`config.mk`:
```
export PLATFORM = sky130hd
export DESIGN_NAME = pipe_ctrl_flat
export DESIGN_NICKNAME = d
export VERILOG_FILES = /design/src/rtl/pipe_ctrl_pkg.sv /design/src/rtl/pipe_ctrl_if.sv /design/src/rtl/pipe_hazard_det.sv /design/src/rtl/pipe_ctrl.sv /design/src/flat_wrapper.sv
export SDC_FILE = /design/constraint.sdc
export NUM_CORES = 1
export LEC_CHECK = 0
export CORE_MARGIN = 5
export CORE_UTILIZATION = 50
export DETAILED_ROUTE_END_ITERATION = 6
export PLACE_DENSITY = 0.85
export SLEW_MARGIN = 20
export SYNTH_ARGS = -nofsm -noshare
export SYNTH_HDL_FRONTEND = slang
export SYNTH_HIERARCHICAL = 1
export SYNTH_SLANG_ARGS = --single-unit
```
`constraint.sdc`:
```
create_clock -name clk_i -period 3.6 [get_ports clk_i]
set_input_delay 0.36 -clock clk_i [delete_from_list [all_inputs] [get_ports clk_i]]
set_output_delay 0.36 -clock clk_i [all_outputs]
set_load 0.02 [all_outputs]
```
`src/rtl/pipe_ctrl_pkg.sv`:
```
// Shared types and constants for the pipeline stall/bubble sequencer.
// Latency: n/a (declarations only).
// Backpressure: n/a.
package pipe_ctrl_pkg;

  // Sequencer states: normal flow, or E is held by a multi-cycle mul/div
  typedef enum logic [0:0] {
    PIPE_RUN     = 1'b0,
    PIPE_MD_BUSY = 1'b1
  } pipe_state_e;

  // Default build-time settings
  localparam int DEF_MD_CYCLES   = 4;
  localparam int DEF_MEM_TIMEOUT = 255;
  localparam int DEF_CNT_W       = 8;

  // Architectural register index width
  localparam int REG_W = 5;

  // Value loaded into the mul/div counter on start; MD_CYCLES==1 never loads it
  function automatic int md_load_value(input int md_cycles);
    return (md_cycles > 1) ? (md_cycles - 2) : 0;
  endfunction

endpackage

```
`src/rtl/pipe_ctrl_if.sv`:
```
// Hazard inputs and stall/bubble outputs between the pipeline and its sequencer.
// Latency: n/a (wiring only).
// Backpressure: n/a; stall pins are the backpressure to the pipeline registers.
interface pipe_ctrl_if;
  import pipe_ctrl_pkg::*;

  // Hazard sources from the pipeline
  logic             DD_load_i;
  logic [REG_W-1:0] DD_dstE_i;
  logic [REG_W-1:0] FD_rs1_i;
  logic [REG_W-1:0] FD_rs2_i;
  logic             FD_use_rs1_i;
  logic             FD_use_rs2_i;
  logic             E_mispredict_i;
  logic             E_md_start_i;
  logic             M_mem_req_i;
  logic             M_mem_ack_i;

  // Controls back to the pipeline registers
  logic PC_stall_o;
  logic F_stall_o;
  logic F_bubble_o;
  logic D_stall_o;
  logic D_bubble_o;
  logic E_stall_o;
  logic E_bubble_o;
  logic M_bubble_o;
  logic md_busy_o;
  logic md_done_o;
  logic mem_err_o;

  // Pipeline side: supplies hazard info, consumes controls
  modport master (
    output DD_load_i, DD_dstE_i, FD_rs1_i, FD_rs2_i, FD_use_rs1_i, FD_use_rs2_i,
           E_mispredict_i, E_md_start_i, M_mem_req_i, M_mem_ack_i,
    input  PC_stall_o, F_stall_o, F_bubble_o, D_stall_o, D_bubble_o,
           E_stall_o, E_bubble_o, M_bubble_o, md_busy_o, md_done_o, mem_err_o
  );

  // Sequencer side
  modport slave (
    input  DD_load_i, DD_dstE_i, FD_rs1_i, FD_rs2_i, FD_use_rs1_i, FD_use_rs2_i,
           E_mispredict_i, E_md_start_i, M_mem_req_i, M_mem_ack_i,
    output PC_stall_o, F_stall_o, F_bubble_o, D_stall_o, D_bubble_o,
           E_stall_o, E_bubble_o, M_bubble_o, md_busy_o, md_done_o, mem_err_o
  );

endinterface

```
`src/rtl/pipe_hazard_det.sv`:
```
// Load-use hazard compare between the load in E and the source operands in D.
// Latency: combinational, zero cycles.
// Backpressure: none; the result feeds the sequencer's stall decode.
module pipe_hazard_det
  import pipe_ctrl_pkg::*;
(
  input  logic             load,
  input  logic [REG_W-1:0] dst,
  input  logic [REG_W-1:0] rs1,
  input  logic [REG_W-1:0] rs2,
  input  logic             use_rs1,
  input  logic             use_rs2,
  output logic             hazard
);

  logic hit_rs1;
  logic hit_rs2;

  // x0 is hardwired zero, so a load targeting it never creates a dependency
  always_comb begin
    hit_rs1 = use_rs1 && (rs1 == dst);
    hit_rs2 = use_rs2 && (rs2 == dst);
    hazard  = load && (dst != '0) && (hit_rs1 || hit_rs2);
  end

endmodule

```
`src/rtl/pipe_ctrl.sv`:
```
// Stall/bubble sequencer for the 5-stage pipeline (load-use, mispredict, mul/div, mem wait).
// Latency: stall/bubble outputs combinational from state+inputs; state/counters registered.
// Backpressure: a memory wait freezes PC..E and bubbles M; mul/div holds PC/F/D and bubbles E.
module pipe_ctrl
  import pipe_ctrl_pkg::*;
#(
  parameter int MD_CYCLES   = DEF_MD_CYCLES,
  parameter int MEM_TIMEOUT = DEF_MEM_TIMEOUT,
  parameter int CNT_W       = DEF_CNT_W
) (
  input logic        clk_i,
  input logic        rst,
  pipe_ctrl_if.slave pif
);

  localparam logic [CNT_W-1:0] CNT_ONE      = CNT_W'(1);
  localparam logic [CNT_W-1:0] MD_LOAD      = CNT_W'(md_load_value(MD_CYCLES));
  localparam logic [CNT_W-1:0] TIMEOUT_LAST = CNT_W'(MEM_TIMEOUT - 1);
  localparam logic             MD_MULTI     = (MD_CYCLES > 1);

  pipe_state_e      state;
  pipe_state_e      state_nxt;
  logic [CNT_W-1:0] md_cnt;
  logic [CNT_W-1:0] md_cnt_nxt;
  logic [CNT_W-1:0] wait_cnt;
  logic             mem_err;
  logic             mem_wait;
  logic             load_use;

  logic pc_stall;
  logic f_stall;
  logic f_bubble;
  logic d_stall;
  logic d_bubble;
  logic e_stall;
  logic e_bubble;
  logic m_bubble;
  logic md_done;

  // A memory access still outstanding in M stalls everything upstream
  assign mem_wait = pif.M_mem_req_i && !pif.M_mem_ack_i;

  pipe_hazard_det u_hazard (
    .load    (pif.DD_load_i),
    .dst     (pif.DD_dstE_i),
    .rs1     (pif.FD_rs1_i),
    .rs2     (pif.FD_rs2_i),
    .use_rs1 (pif.FD_use_rs1_i),
    .use_rs2 (pif.FD_use_rs2_i),
    .hazard  (load_use)
  );

  // Output decode and next-state; memory wait outranks every other condition
  always_comb begin
    pc_stall   = 1'b0;
    f_stall    = 1'b0;
    f_bubble   = 1'b0;
    d_stall    = 1'b0;
    d_bubble   = 1'b0;
    e_stall    = 1'b0;
    e_bubble   = 1'b0;
    m_bubble   = 1'b0;
    md_done    = 1'b0;
    state_nxt  = state;
    md_cnt_nxt = md_cnt;

    if (rst) begin
      // Flush every stage while held in reset
      f_bubble = 1'b1;
      d_bubble = 1'b1;
      e_bubble = 1'b1;
      m_bubble = 1'b1;
    end else if (mem_wait) begin
      // Full freeze; the mul/div count and state hold too
      pc_stall = 1'b1;
      f_stall  = 1'b1;
      d_stall  = 1'b1;
      e_stall  = 1'b1;
      m_bubble = 1'b1;
    end else begin
      unique case (state)
        PIPE_RUN: begin
          if (pif.E_mispredict_i) begin
            // Squash the wrong-path instructions in F and D; a pending
            // load-use consumer is among them, so it needs no stall
            f_bubble = 1'b1;
            d_bubble = 1'b1;
          end else if (pif.E_md_start_i) begin
            if (MD_MULTI) begin
              pc_stall   = 1'b1;
              f_stall    = 1'b1;
              d_stall    = 1'b1;
              e_bubble   = 1'b1;
              md_cnt_nxt = MD_LOAD;
              state_nxt  = PIPE_MD_BUSY;
            end else begin
              md_done = 1'b1;
            end
          end else if (load_use) begin
            // One-cycle hold; the loaded value forwards next cycle
            pc_stall = 1'b1;
            f_stall  = 1'b1;
            d_bubble = 1'b1;
          end
        end
        PIPE_MD_BUSY: begin
          if (md_cnt != '0) begin
            pc_stall   = 1'b1;
            f_stall    = 1'b1;
            d_stall    = 1'b1;
            e_bubble   = 1'b1;
            md_cnt_nxt = md_cnt - CNT_ONE;
          end else begin
            // Final occupancy cycle: result valid, instruction leaves E
            md_done   = 1'b1;
            state_nxt = PIPE_RUN;
          end
        end
        default: begin
          state_nxt = PIPE_RUN;
        end
      endcase
    end
  end

  // State and mul/div counter; reset abandons any operation in flight
  always_ff @(posedge clk_i) begin
    if (rst) begin
      state  <= PIPE_RUN;
      md_cnt <= '0;
    end else begin
      state  <= state_nxt;
      md_cnt <= md_cnt_nxt;
    end
  end

  // Consecutive memory-wait counter (saturating) and sticky timeout flag
  always_ff @(posedge clk_i) begin
    if (rst) begin
      wait_cnt <= '0;
      mem_err  <= 1'b0;
    end else if (mem_wait) begin
      if (wait_cnt != '1) begin
        wait_cnt <= wait_cnt + CNT_ONE;
      end
      if (wait_cnt == TIMEOUT_LAST) begin
        mem_err <= 1'b1;
      end
    end else begin
      wait_cnt <= '0;
    end
  end

  // A branch resolving in E cannot also be a mul/div
  assert property (@(posedge clk_i) disable iff (rst)
                   !(pif.E_mispredict_i && pif.E_md_start_i));

  assign pif.PC_stall_o = pc_stall;
  assign pif.F_stall_o  = f_stall;
  assign pif.F_bubble_o = f_bubble;
  assign pif.D_stall_o  = d_stall;
  assign pif.D_bubble_o = d_bubble;
  assign pif.E_stall_o  = e_stall;
  assign pif.E_bubble_o = e_bubble;
  assign pif.M_bubble_o = m_bubble;
  assign pif.md_done_o  = md_done;
  assign pif.md_busy_o  = (state == PIPE_MD_BUSY) && !rst;
  assign pif.mem_err_o  = mem_err && !rst;

endmodule
```
`src/flat_wrapper.sv`:
```
// flat-port wrapper written by rule: the top's interface ports become plain ports
module pipe_ctrl_flat import pipe_ctrl_pkg::*;
#(
  parameter int MD_CYCLES   = DEF_MD_CYCLES,
  parameter int MEM_TIMEOUT = DEF_MEM_TIMEOUT,
  parameter int CNT_W       = DEF_CNT_W
)
  (clk_i, rst, pif_DD_load_i, pif_DD_dstE_i, pif_FD_rs1_i, pif_FD_rs2_i, pif_FD_use_rs1_i, pif_FD_use_rs2_i, pif_E_mispredict_i, pif_E_md_start_i, pif_M_mem_req_i, pif_M_mem_ack_i, pif_PC_stall_o, pif_F_stall_o, pif_F_bubble_o, pif_D_stall_o, pif_D_bubble_o, pif_E_stall_o, pif_E_bubble_o, pif_M_bubble_o, pif_md_busy_o, pif_md_done_o, pif_mem_err_o);
  pipe_ctrl_if pif_i ();
  input logic clk_i;
  input logic rst;
  input wire logic [$bits(pif_i.DD_load_i)-1:0] pif_DD_load_i;
  input wire logic [$bits(pif_i.DD_dstE_i)-1:0] pif_DD_dstE_i;
  input wire logic [$bits(pif_i.FD_rs1_i)-1:0] pif_FD_rs1_i;
  input wire logic [$bits(pif_i.FD_rs2_i)-1:0] pif_FD_rs2_i;
  input wire logic [$bits(pif_i.FD_use_rs1_i)-1:0] pif_FD_use_rs1_i;
  input wire logic [$bits(pif_i.FD_use_rs2_i)-1:0] pif_FD_use_rs2_i;
  input wire logic [$bits(pif_i.E_mispredict_i)-1:0] pif_E_mispredict_i;
  input wire logic [$bits(pif_i.E_md_start_i)-1:0] pif_E_md_start_i;
  input wire logic [$bits(pif_i.M_mem_req_i)-1:0] pif_M_mem_req_i;
  input wire logic [$bits(pif_i.M_mem_ack_i)-1:0] pif_M_mem_ack_i;
  output wire logic [$bits(pif_i.PC_stall_o)-1:0] pif_PC_stall_o;
  output wire logic [$bits(pif_i.F_stall_o)-1:0] pif_F_stall_o;
  output wire logic [$bits(pif_i.F_bubble_o)-1:0] pif_F_bubble_o;
  output wire logic [$bits(pif_i.D_stall_o)-1:0] pif_D_stall_o;
  output wire logic [$bits(pif_i.D_bubble_o)-1:0] pif_D_bubble_o;
  output wire logic [$bits(pif_i.E_stall_o)-1:0] pif_E_stall_o;
  output wire logic [$bits(pif_i.E_bubble_o)-1:0] pif_E_bubble_o;
  output wire logic [$bits(pif_i.M_bubble_o)-1:0] pif_M_bubble_o;
  output wire logic [$bits(pif_i.md_busy_o)-1:0] pif_md_busy_o;
  output wire logic [$bits(pif_i.md_done_o)-1:0] pif_md_done_o;
  output wire logic [$bits(pif_i.mem_err_o)-1:0] pif_mem_err_o;
  assign pif_i.DD_load_i = pif_DD_load_i;
  assign pif_i.DD_dstE_i = pif_DD_dstE_i;
  assign pif_i.FD_rs1_i = pif_FD_rs1_i;
  assign pif_i.FD_rs2_i = pif_FD_rs2_i;
  assign pif_i.FD_use_rs1_i = pif_FD_use_rs1_i;
  assign pif_i.FD_use_rs2_i = pif_FD_use_rs2_i;
  assign pif_i.E_mispredict_i = pif_E_mispredict_i;
  assign pif_i.E_md_start_i = pif_E_md_start_i;
  assign pif_i.M_mem_req_i = pif_M_mem_req_i;
  assign pif_i.M_mem_ack_i = pif_M_mem_ack_i;
  assign pif_PC_stall_o = pif_i.PC_stall_o;
  assign pif_F_stall_o = pif_i.F_stall_o;
  assign pif_F_bubble_o = pif_i.F_bubble_o;
  assign pif_D_stall_o = pif_i.D_stall_o;
  assign pif_D_bubble_o = pif_i.D_bubble_o;
  assign pif_E_stall_o = pif_i.E_stall_o;
  assign pif_E_bubble_o = pif_i.E_bubble_o;
  assign pif_M_bubble_o = pif_i.M_bubble_o;
  assign pif_md_busy_o = pif_i.md_busy_o;
  assign pif_md_done_o = pif_i.md_done_o;
  assign pif_mem_err_o = pif_i.mem_err_o;
  pipe_ctrl #(.MD_CYCLES(MD_CYCLES), .MEM_TIMEOUT(MEM_TIMEOUT), .CNT_W(CNT_W)) u_core (.clk_i(clk_i), .rst(rst), .pif(pif_i));
endmodule
```
==> Word level (Yosys, flattened, before mapping) <==
Cells that the tools add are included.
{ "word_totals": {"ff_bits": 18, "in_bits": 24, "output_inout_bits": 11} }
{ "classes": {"addsub": 2, "n_eq_ne": 7, "mux": 34, "bitwise": 2, "n_reduce_logical": 15} }
{ "op_table": {"columns": ["op", "n"], "rows": [
  ["$mux 1", 27],
  ["$mux 8", 3],
  ["$pmux 8 s2", 1],
  ["$eq 5x5->1", 2],
  ["$add 8x1->8 const B", 1],
  ["$eq 8x8->1 const B", 1],
  ["$ne 8x8->1 const B", 1],
  ["$reduce_bool 8->1", 1],
  ["$sub 8x1->8 const B", 1],
  ["$logic_and 1x1->1", 7],
  ["$ne 2x2->1 const B", 3],
  ["$pmux 1 s2", 3],
  ["$reduce_bool 5->1", 1],
  ["$reduce_and 4->1", 1],
  ["$logic_not 1->1", 2],
  ["$not 1->1", 2],
  ["$reduce_and 2->1", 1],
  ["$reduce_or 2->1", 1],
  ["$logic_or 1x1->1", 1]
]} }

==> Longest topological paths before layout <==
Gate-level depths: netlist (run 1).
{ "depth": {"word_depth": 10, "ltp_mapped": 9, "ltp_nobuf": 8} }

==> Cells and area by module <==
The synthesis (run 1) kept the hierarchy.
{ "modules_own_cells": {"columns": ["module", "n_inst", "cells_per_inst", "area_per_inst_um2", "seq_area_each_um2"], "rows": [
  ["pipe_ctrl", 1, 128, 1079.8, 360.3],
  ["pipe_hazard_det", 1, 17, 133.9, 0.0]
]} }

==> Worst setup path after synthesis (run 1) <==
OpenSTA, ideal clock, no wires.
{ "synth_timing": {"kind": "input port to output port", "startpoint": "input port pif_DD_dstE_i[0]", "endpoint": "output port pif_PC_stall_o", "t_arrival_ps": 1870, "setup_slack_ps": 1370, "stages": 9, "cell_sequence": "xor2_1 -> nor4_2 -> nand3_1 -> a21oi_1 -> nor2_1 -> nor3_1 -> a21oi_1 -> a21oi_1 -> buf_4"} }
{ "synth_between": {"elab_chain_cells": 10, "word_cells_on_any_way": 14, "cone_classes": "eq/ne: 2; mux: 6; reduce/logical: 6"} }
{ "synth_rtl": {"columns": ["element", "line", "source"], "rows": [
  ["start, declared", "flat_wrapper.sv:13", "input wire logic [$bits(pif_i.DD_dstE_i)-1:0] pif_DD_dstE_i;"],
  ["$eq 5x5->1, on equally long branches", "pipe_hazard_det.sv:21, pipe_hazard_det.sv:22", null],
  ["$logic_and 1x1->1, on equally long branches", "pipe_hazard_det.sv:21, pipe_hazard_det.sv:22", null],
  ["$logic_or 1x1->1", "pipe_hazard_det.sv:23", "hazard = load && (dst != '0) && (hit_rs1 || hit_rs2);"],
  ["$logic_and 1x1->1 (*)", "pipe_hazard_det.sv:23", null],
  ["via u_core.load_use", "pipe_ctrl.sv:28", "logic load_use;"],
  ["$mux 1 (*) (3 in a row)", null, null],
  ["$pmux 1 s2 (*)", null, null],
  ["$mux 1 (*) (2 in a row)", null, null],
  ["end, declared", "flat_wrapper.sv:22", "output wire logic [$bits(pif_i.PC_stall_o)-1:0] pif_PC_stall_o;"]
]} }
Mark *: on every way through the listed nets, which the timed path passes. The rest lies on a longest branch.

==> Worst setup path in the final report (run 1) <==
{ "layout_timing": {"startpoint": "input port pif_DD_dstE_i[0]", "endpoint": "output port pif_F_stall_o"} }
{ "layout_between": {"elab_chain_cells": 10, "word_cells_on_any_way": 14, "cone_classes": "eq/ne: 2; mux: 6; reduce/logical: 6"} }
{ "layout_rtl": {"columns": ["element", "line", "source"], "rows": [
  ["$eq 5x5->1, on equally long branches", "pipe_hazard_det.sv:21, pipe_hazard_det.sv:22", null],
  ["$logic_and 1x1->1, on equally long branches", "pipe_hazard_det.sv:21, pipe_hazard_det.sv:22", null],
  ["$logic_or 1x1->1", "pipe_hazard_det.sv:23", null],
  ["$logic_and 1x1->1 (*)", "pipe_hazard_det.sv:23", null],
  ["via u_core.load_use", "pipe_ctrl.sv:28", null],
  ["$mux 1 (*)", "pipe_ctrl.sv:99", "end else if (load_use) begin"],
  ["$mux 1 (*)", "pipe_ctrl.sv:88", "end else if (pif.E_md_start_i) begin"],
  ["$mux 1 (*)", "pipe_ctrl.sv:83", "if (pif.E_mispredict_i) begin"],
  ["$pmux 1 s2 (*)", "pipe_ctrl.sv:81", "unique case (state)"],
  ["$mux 1 (*)", "pipe_ctrl.sv:73", "end else if (mem_wait) begin"],
  ["$mux 1 (*)", "pipe_ctrl.sv:67", "if (rst) begin"],
  ["end, declared", "flat_wrapper.sv:23", "output wire logic [$bits(pif_i.F_stall_o)-1:0] pif_F_stall_o;"]
]} }
Marked as above.

==> qor.csv, run 1 <==
stage;metric;value;unit
yosys;Post-synth EDFFs;0;
timing;final hold violations;0;
yosys;Post-synth ARST share;0;
timing;RSZ-0062 raised after global routing;no;
setup_path;crit-path max FO;3;
timing;measured slew at the worst slew-check pin;710;ps
yosys;top-count cell post-synth;dfxtp_1;
cells_and_area;FILL cells;187;
yosys;Synth top area share;0.297;
global_route;largest net degree at the start of global routing;14;
timing;Final setup violation count;0;
yosys;synth warn;6;
cts;CTS H-Tree Depth;1;
route;Routed WL per cell;14.5;um
cts;post-CTS sizing;0;
setup_path;Critical Path RT;3240;ps
worst_hold_path;Hold Crit Class;flop to flop;
setup_path;kind of critical path;input pin to output pin;
timing;FMAX;0.326;GHz
cts;Worst-path clk slew;110;ps
yosys;sequential fraction of the synthesis area;0.297;
yosys;Yosys reg bits;18;
cts;worst-case clock buffer depth;2;
yosys;Post-Synthesis Cells;145;
cells_and_area;area grow syn2layout;31.2;%
global_route;Total GRT Usage;0.188;
route;Iter 0 DRT Violations;50;
yosys;Netlist cell types;47;
cells_and_area;non-filler cells, final;204;
place;PortBufs;34;
place;Setup WS pre-CTS;502;ps
yosys;Synthesized Nets;173;
setup_path;Setup crit start kind;input pin;
yosys;most used standard cells in the synthesized netlist;dfxtp_1, a21oi_1, xor2_1;
yosys;dominant synthesized flop cell;dfxtp_1;
global_route;number of global-route vias before repair;1161;
pwr;Pwr Density;324;nW/um^2
cts;total CTS buffers;3;
die;Total Die Area;3510;sq um
cells_and_area;final core utilization;0.706;
route;post-route ant nets;0;
timing;Worst slew margin;0.524;
die;Initial Util;0.538;
place;placed cell count;200;
place;Final GP Congestion;0.780;
die;Die H;59.3;um
cts;setup bufs post-CTS;0;
timing;clk_skew;4.17;ps
die;row count;17;
cells_and_area;share of layout cells above drive strength 1;0.0625;
yosys;Synth Area per Inst;8.37;sq um
global_route;GR Overflow Total;0;
place;detailed-placement wirelength estimate;2370;um
cts;latest clock arrival within the worst-skew pair;300;ps
global_route;first-pass GRT wire length;5070;um
cts;clock sink count;18;
route;# DRC;0;
setup_path;crit end category;output pin;
timing;min Tclk post-route;3070;ps
pwr;Leak;0.000598;uW
outcome;status;finished clean;
global_route;initial antenna violation count;0;
route;drt total wl;2960;um
route;Via Count;1167;
job;Max Cap Viol;0;
cts;CTS Root Cell;clkbuf_4;
timing;fin crit share;0.853;
yosys;Mapped Area;1210;sq um
die;core area;2250;sq um
die;Die W;59.3;um
yosys;post-synth top area cell;dfxtp_1;
route;DR vias/cell;5.72;
timing;hold slack;492;ps
cts;TritonCTS clock tree;done;
setup_path;crit path DAT;2710;ps
timing;Final WS setup;529;ps
cells_and_area;Inserted Diodes;0;
die;num ports;35;
cts;hold_buf cts;0;
route;Pre-antenna DRT Iters;5;
cells_and_area;Nets;205;
pwr;maximum vdd drop;0.000221;V
timing;count of pins over their slew limit;0;
yosys;synth top area cells;dfxtp_1, xor2_1, a21oi_1;
timing;Setup TNS;0;ps
through the flow:
step | cell area (sq um) | total power (uW)
2_1_floorplan | 1210 | 328
3_3_place_gp | 1560 | 384
3_5_place_dp | 1560 | 390
4_1_cts | 1590 | 519
5_1_grt | 1590 | 548
6_report | 1590 | 516
layout make-up:
type,instances,area [sq um],area share
clock buffers,4,36.3,0.0228
inverters,6,22.5,0.0141
multi-input cells,114,798,0.501
flip-flops and latches,18,360,0.226
well taps,28,35.0,0.0220
repair buffers,34,340,0.214
cell families (layout without fill, tap and decap cells):
logic type	count (synthesis)	after routing	synth area share
flops	18	18	0.297
xor+xnor	13	13	0.0938
buf+inv	13	44	0.0454
mux	2	2	0.0165
fa+ha+maj	4	4	0.0412
compound gates	36	36	0.208
simple gates	59	59	0.298
where the power goes:
part / switching [uW] / internal (uW) / total (uW)
combinational: 82.6 / 81.6 / 164
clock: 67.0 / 61.7 / 129
sequential: 12.9 / 210 / 223
total: 163 / 353 / 516
flip-flops by register name, summed over array words and instances, names as in the netlist:
signal           cells
u_core/md_cnt        8
u_core/wait_cnt      8
u_core/mem_err       1
u_core/state         1
worst max-delay path, stage by stage:
cell,delay [ps]
clkdlybuf4s50_1,470
xor2_1,190
nor4_2,280
nand3_1,100
a21oi_1,180
nor2_1,60
nor3_1,130
a21oi_1,60
a21oi_1,220
clkdlybuf4s50_1,650
placed cells by master, fill, tap and decap left out, types with 2 or more instances in the layout:
cell and instances:
clkdlybuf4s50_1 34, dfxtp_1 18, a21oi_1 10, xor2_1 10
nor2_1 8, nand2_1 8, inv_1 6, nand2b_1 6
o21ai_0 5, nand3_1 5, nor2b_1 4, nor3_1 4
a21boi_1 4, ha_1 4, clkbuf_4 3, nor4_1 3
and3_1 3, xnor2_1 3, or4_1 3, o41ai_1 2
a31oi_1 2, and2_1 2, nor4_2 2, mux2i_1 2
a41oi_1 2, o31ai_1 2
metal layers:
layer  share of wire  global-route usage
met1            0.44               0.235
met2            0.49               0.307
met3           0.056              0.0458
met4          0.0064              0.0712
met5               0                   0
path summary, 6_finish.rpt:
kind / from / end / slack (ps) / depth (start not counted)
min: u_core/md_cnt[7] / u_core/md_cnt[7] / 490 / 2
min reg2reg: u_core/md_cnt[7] / u_core/md_cnt[7] / 490 / 2
max reg2reg: u_core/md_cnt[0] / u_core/md_cnt[1] / 1680 / 6
max: pif_DD_dstE_i[0] / pif_F_stall_o / 530 / 10
No activity file was read; power rests on OpenSTA's default activity.
==> inputs of run 2 (changes only) <==
RECOVER_POWER = 25   (was default)
==> run 2 against run 1 <==
Worst hold slack about the same. Clock-buffer cell count unchanged. Sequential power about the same. Flip-flop and latch count unchanged. First-iteration DRC count unchanged. Register-to-register slack about the same. Combinational power about the same. Critical path depth unchanged. Core utilization unchanged. Critical path type unchanged. Largest cell class unchanged.
==> qor.csv, run 2 (synthesis gave the netlist of run 1 again) <==
stage;metric;value;unit
outcome;status;finished clean;
route;# DRC;0;
pwr;Leak;0.000599;uW
route;Via Count;1168;
cts;hold_buf cts;0;
worst_hold_path;HP Start;u_core/md_cnt[7];
setup_path;worst r2r src;u_core/md_cnt[0];
cts;Worst-path clk slew;110;ps
cts;latest clock arrival within the worst-skew pair;300;ps
timing;clk_skew;3.83;ps
die;row count;17;
setup_path;cells along the critical path;clkdlybuf4s50_1, xor2_1, nor4_2, nand3_1, a21oi_1, nor2_1, nor3_1, a21oi_1, a21oi_1, clkdlybuf4s50_1;
timing;FMAX;0.326;GHz
global_route;first-pass GRT wire length;5070;um
setup_path;cell family with most CP delay;buffers and inverters;
timing;Worst slew margin;0.524;
route;Pre-antenna DRT Iters;4;
pwr;Pwr Density;324;nW/um^2
timing;RSZ-0062 raised after global routing;no;
setup_path;kind of critical path;input pin to output pin;
setup_path;crit-path max FO;3;
cts;TritonCTS clock tree;done;
route;drt total wl;2940;um
setup_path;Setup crit start kind;input pin;
cts;post-CTS sizing;0;
global_route;number of global-route vias before repair;1161;
global_route;initial antenna violation count;0;
place;PortBufs;34;
timing;hold slack;492;ps
cts;worst-case clock buffer depth;2;
cts;CTS H-Tree Depth;1;
route;DR vias/cell;5.73;
worst_hold_path;Hold Crit Class;flop to flop;
setup_path;FF-to-FF path depth;6;
cells_and_area;commonest non-fill, non-tap cell in the layout;clkdlybuf4s50_1;
setup_path;R2R setup slack;1690;ps
global_route;largest net degree at the start of global routing;14;
global_route;GR Overflow Total;0;
route;post-route ant nets;0;
worst_hold_path;Worst Hold End;u_core/md_cnt[7];
timing;count of pins over their slew limit;0;
cts;clock sink count;18;
place;detailed-placement wirelength estimate;2370;um
die;Initial Util;0.538;
cells_and_area;most frequent cells in the layout;clkdlybuf4s50_1, dfxtp_1, a21oi_1, xor2_1;
cts;setup bufs post-CTS;0;
timing;final hold violations;0;
worst_hold_path;hold depth;2;
die;Total Die Area;3510;sq um
cts;total CTS buffers;3;
timing;Setup TNS;0;ps
pwr;maximum vdd drop;0.000221;V
route;Iter 0 DRT Violations;50;
timing;fin crit share;0.853;
die;Die H;59.3;um
setup_path;WP depth;10;
cells_and_area;Regs by FF count;u_core/md_cnt (8), u_core/wait_cnt (8);
setup_path;crit end category;output pin;
timing;min Tclk post-route;3070;ps
cells_and_area;Inserted Diodes;0;
setup_path;Critical Path RT;3240;ps
setup_path;slowest stage delay, CP;650;ps
die;core area;2250;sq um
cells_and_area;area grow syn2layout;31.2;%
timing;Final setup violation count;0;
setup_path;Slowest-stage cell, CP;clkdlybuf4s50_1;
die;num ports;35;
route;Routed WL per cell;14.4;um
setup_path;Buf+Inv Stages, Crit Path;2;
cells_and_area;share of layout cells above drive strength 1;0.0625;
place;Final GP Congestion;0.780;
timing;measured slew at the worst slew-check pin;710;ps
setup_path;RR Endpoint;u_core/md_cnt[1];
setup_path;crit path DAT;2710;ps
cells_and_area;Nets;205;
setup_path;Crit path top cell by count;a21oi_1;
die;Die W;59.3;um
cts;CTS Root Cell;clkbuf_4;
job;Max Cap Viol;0;
global_route;Total GRT Usage;0.188;
## run 2: routing by layer
layer,up-vias,share of wire,GRT usage
met4,0,0.0065,0.0712
met3,2,0.057,0.0458
met2,45,0.50,0.307
met5,-,0,0
li1,588,-,-
met1,533,0.44,0.235
## run 2: worst min-delay path: stages, from the launching register on
cell     delay, ps
dfxtp_1        350
nand2_1         60
mux2i_1         50
## run 2: worst max-delay path by stage
stage / startpoint / endpoint / slack [ps]
floorplan: pif_DD_dstE_i[0] / pif_PC_stall_o / 1370
global placement: pif_DD_dstE_i[0] / pif_F_stall_o / 640
detailed placement: pif_DD_dstE_i[0] / pif_F_stall_o / 500
CTS: pif_DD_dstE_i[0] / pif_F_stall_o / 490
global route: pif_DD_dstE_i[0] / pif_F_stall_o / 290
finish: pif_DD_dstE_i[0] / pif_F_stall_o / 530
## run 2: power by group
group | switching (uW) | internal (uW) | leakage (uW) | total (uW)
sequential | 12.9 | 210 | 0.000146 | 223
combinational | 82.4 | 81.3 | 0.000432 | 164
clock | 67.1 | 61.7 | 0.0000210 | 129
## run 2: layout make-up
class | instances | area (sq um)
Clock buffer | 4 | 36.3
Tap cell | 28 | 35.0
Sequential cell | 18 | 360
Multi-Input combinational cell | 114 | 798
Inverter | 6 | 22.5
Timing Repair Buffer | 34 | 340
Fill cell | 187 | 662
## run 2: through the flow
step / std cells / worst slack (ps) / util / area, sq um / power, uW
floorplan: 145 / 1370 / - / 1210 / 328
global placement: 200 / 639 / 0.690 / 1560 / 384
detailed placement: 200 / 502 / 0.690 / 1560 / 390
CTS: 204 / 486 / 0.706 / 1590 / 519
global route: 204 / 287 / 0.706 / 1590 / 547
finish: 204 / 529 / 0.706 / 1590 / 515
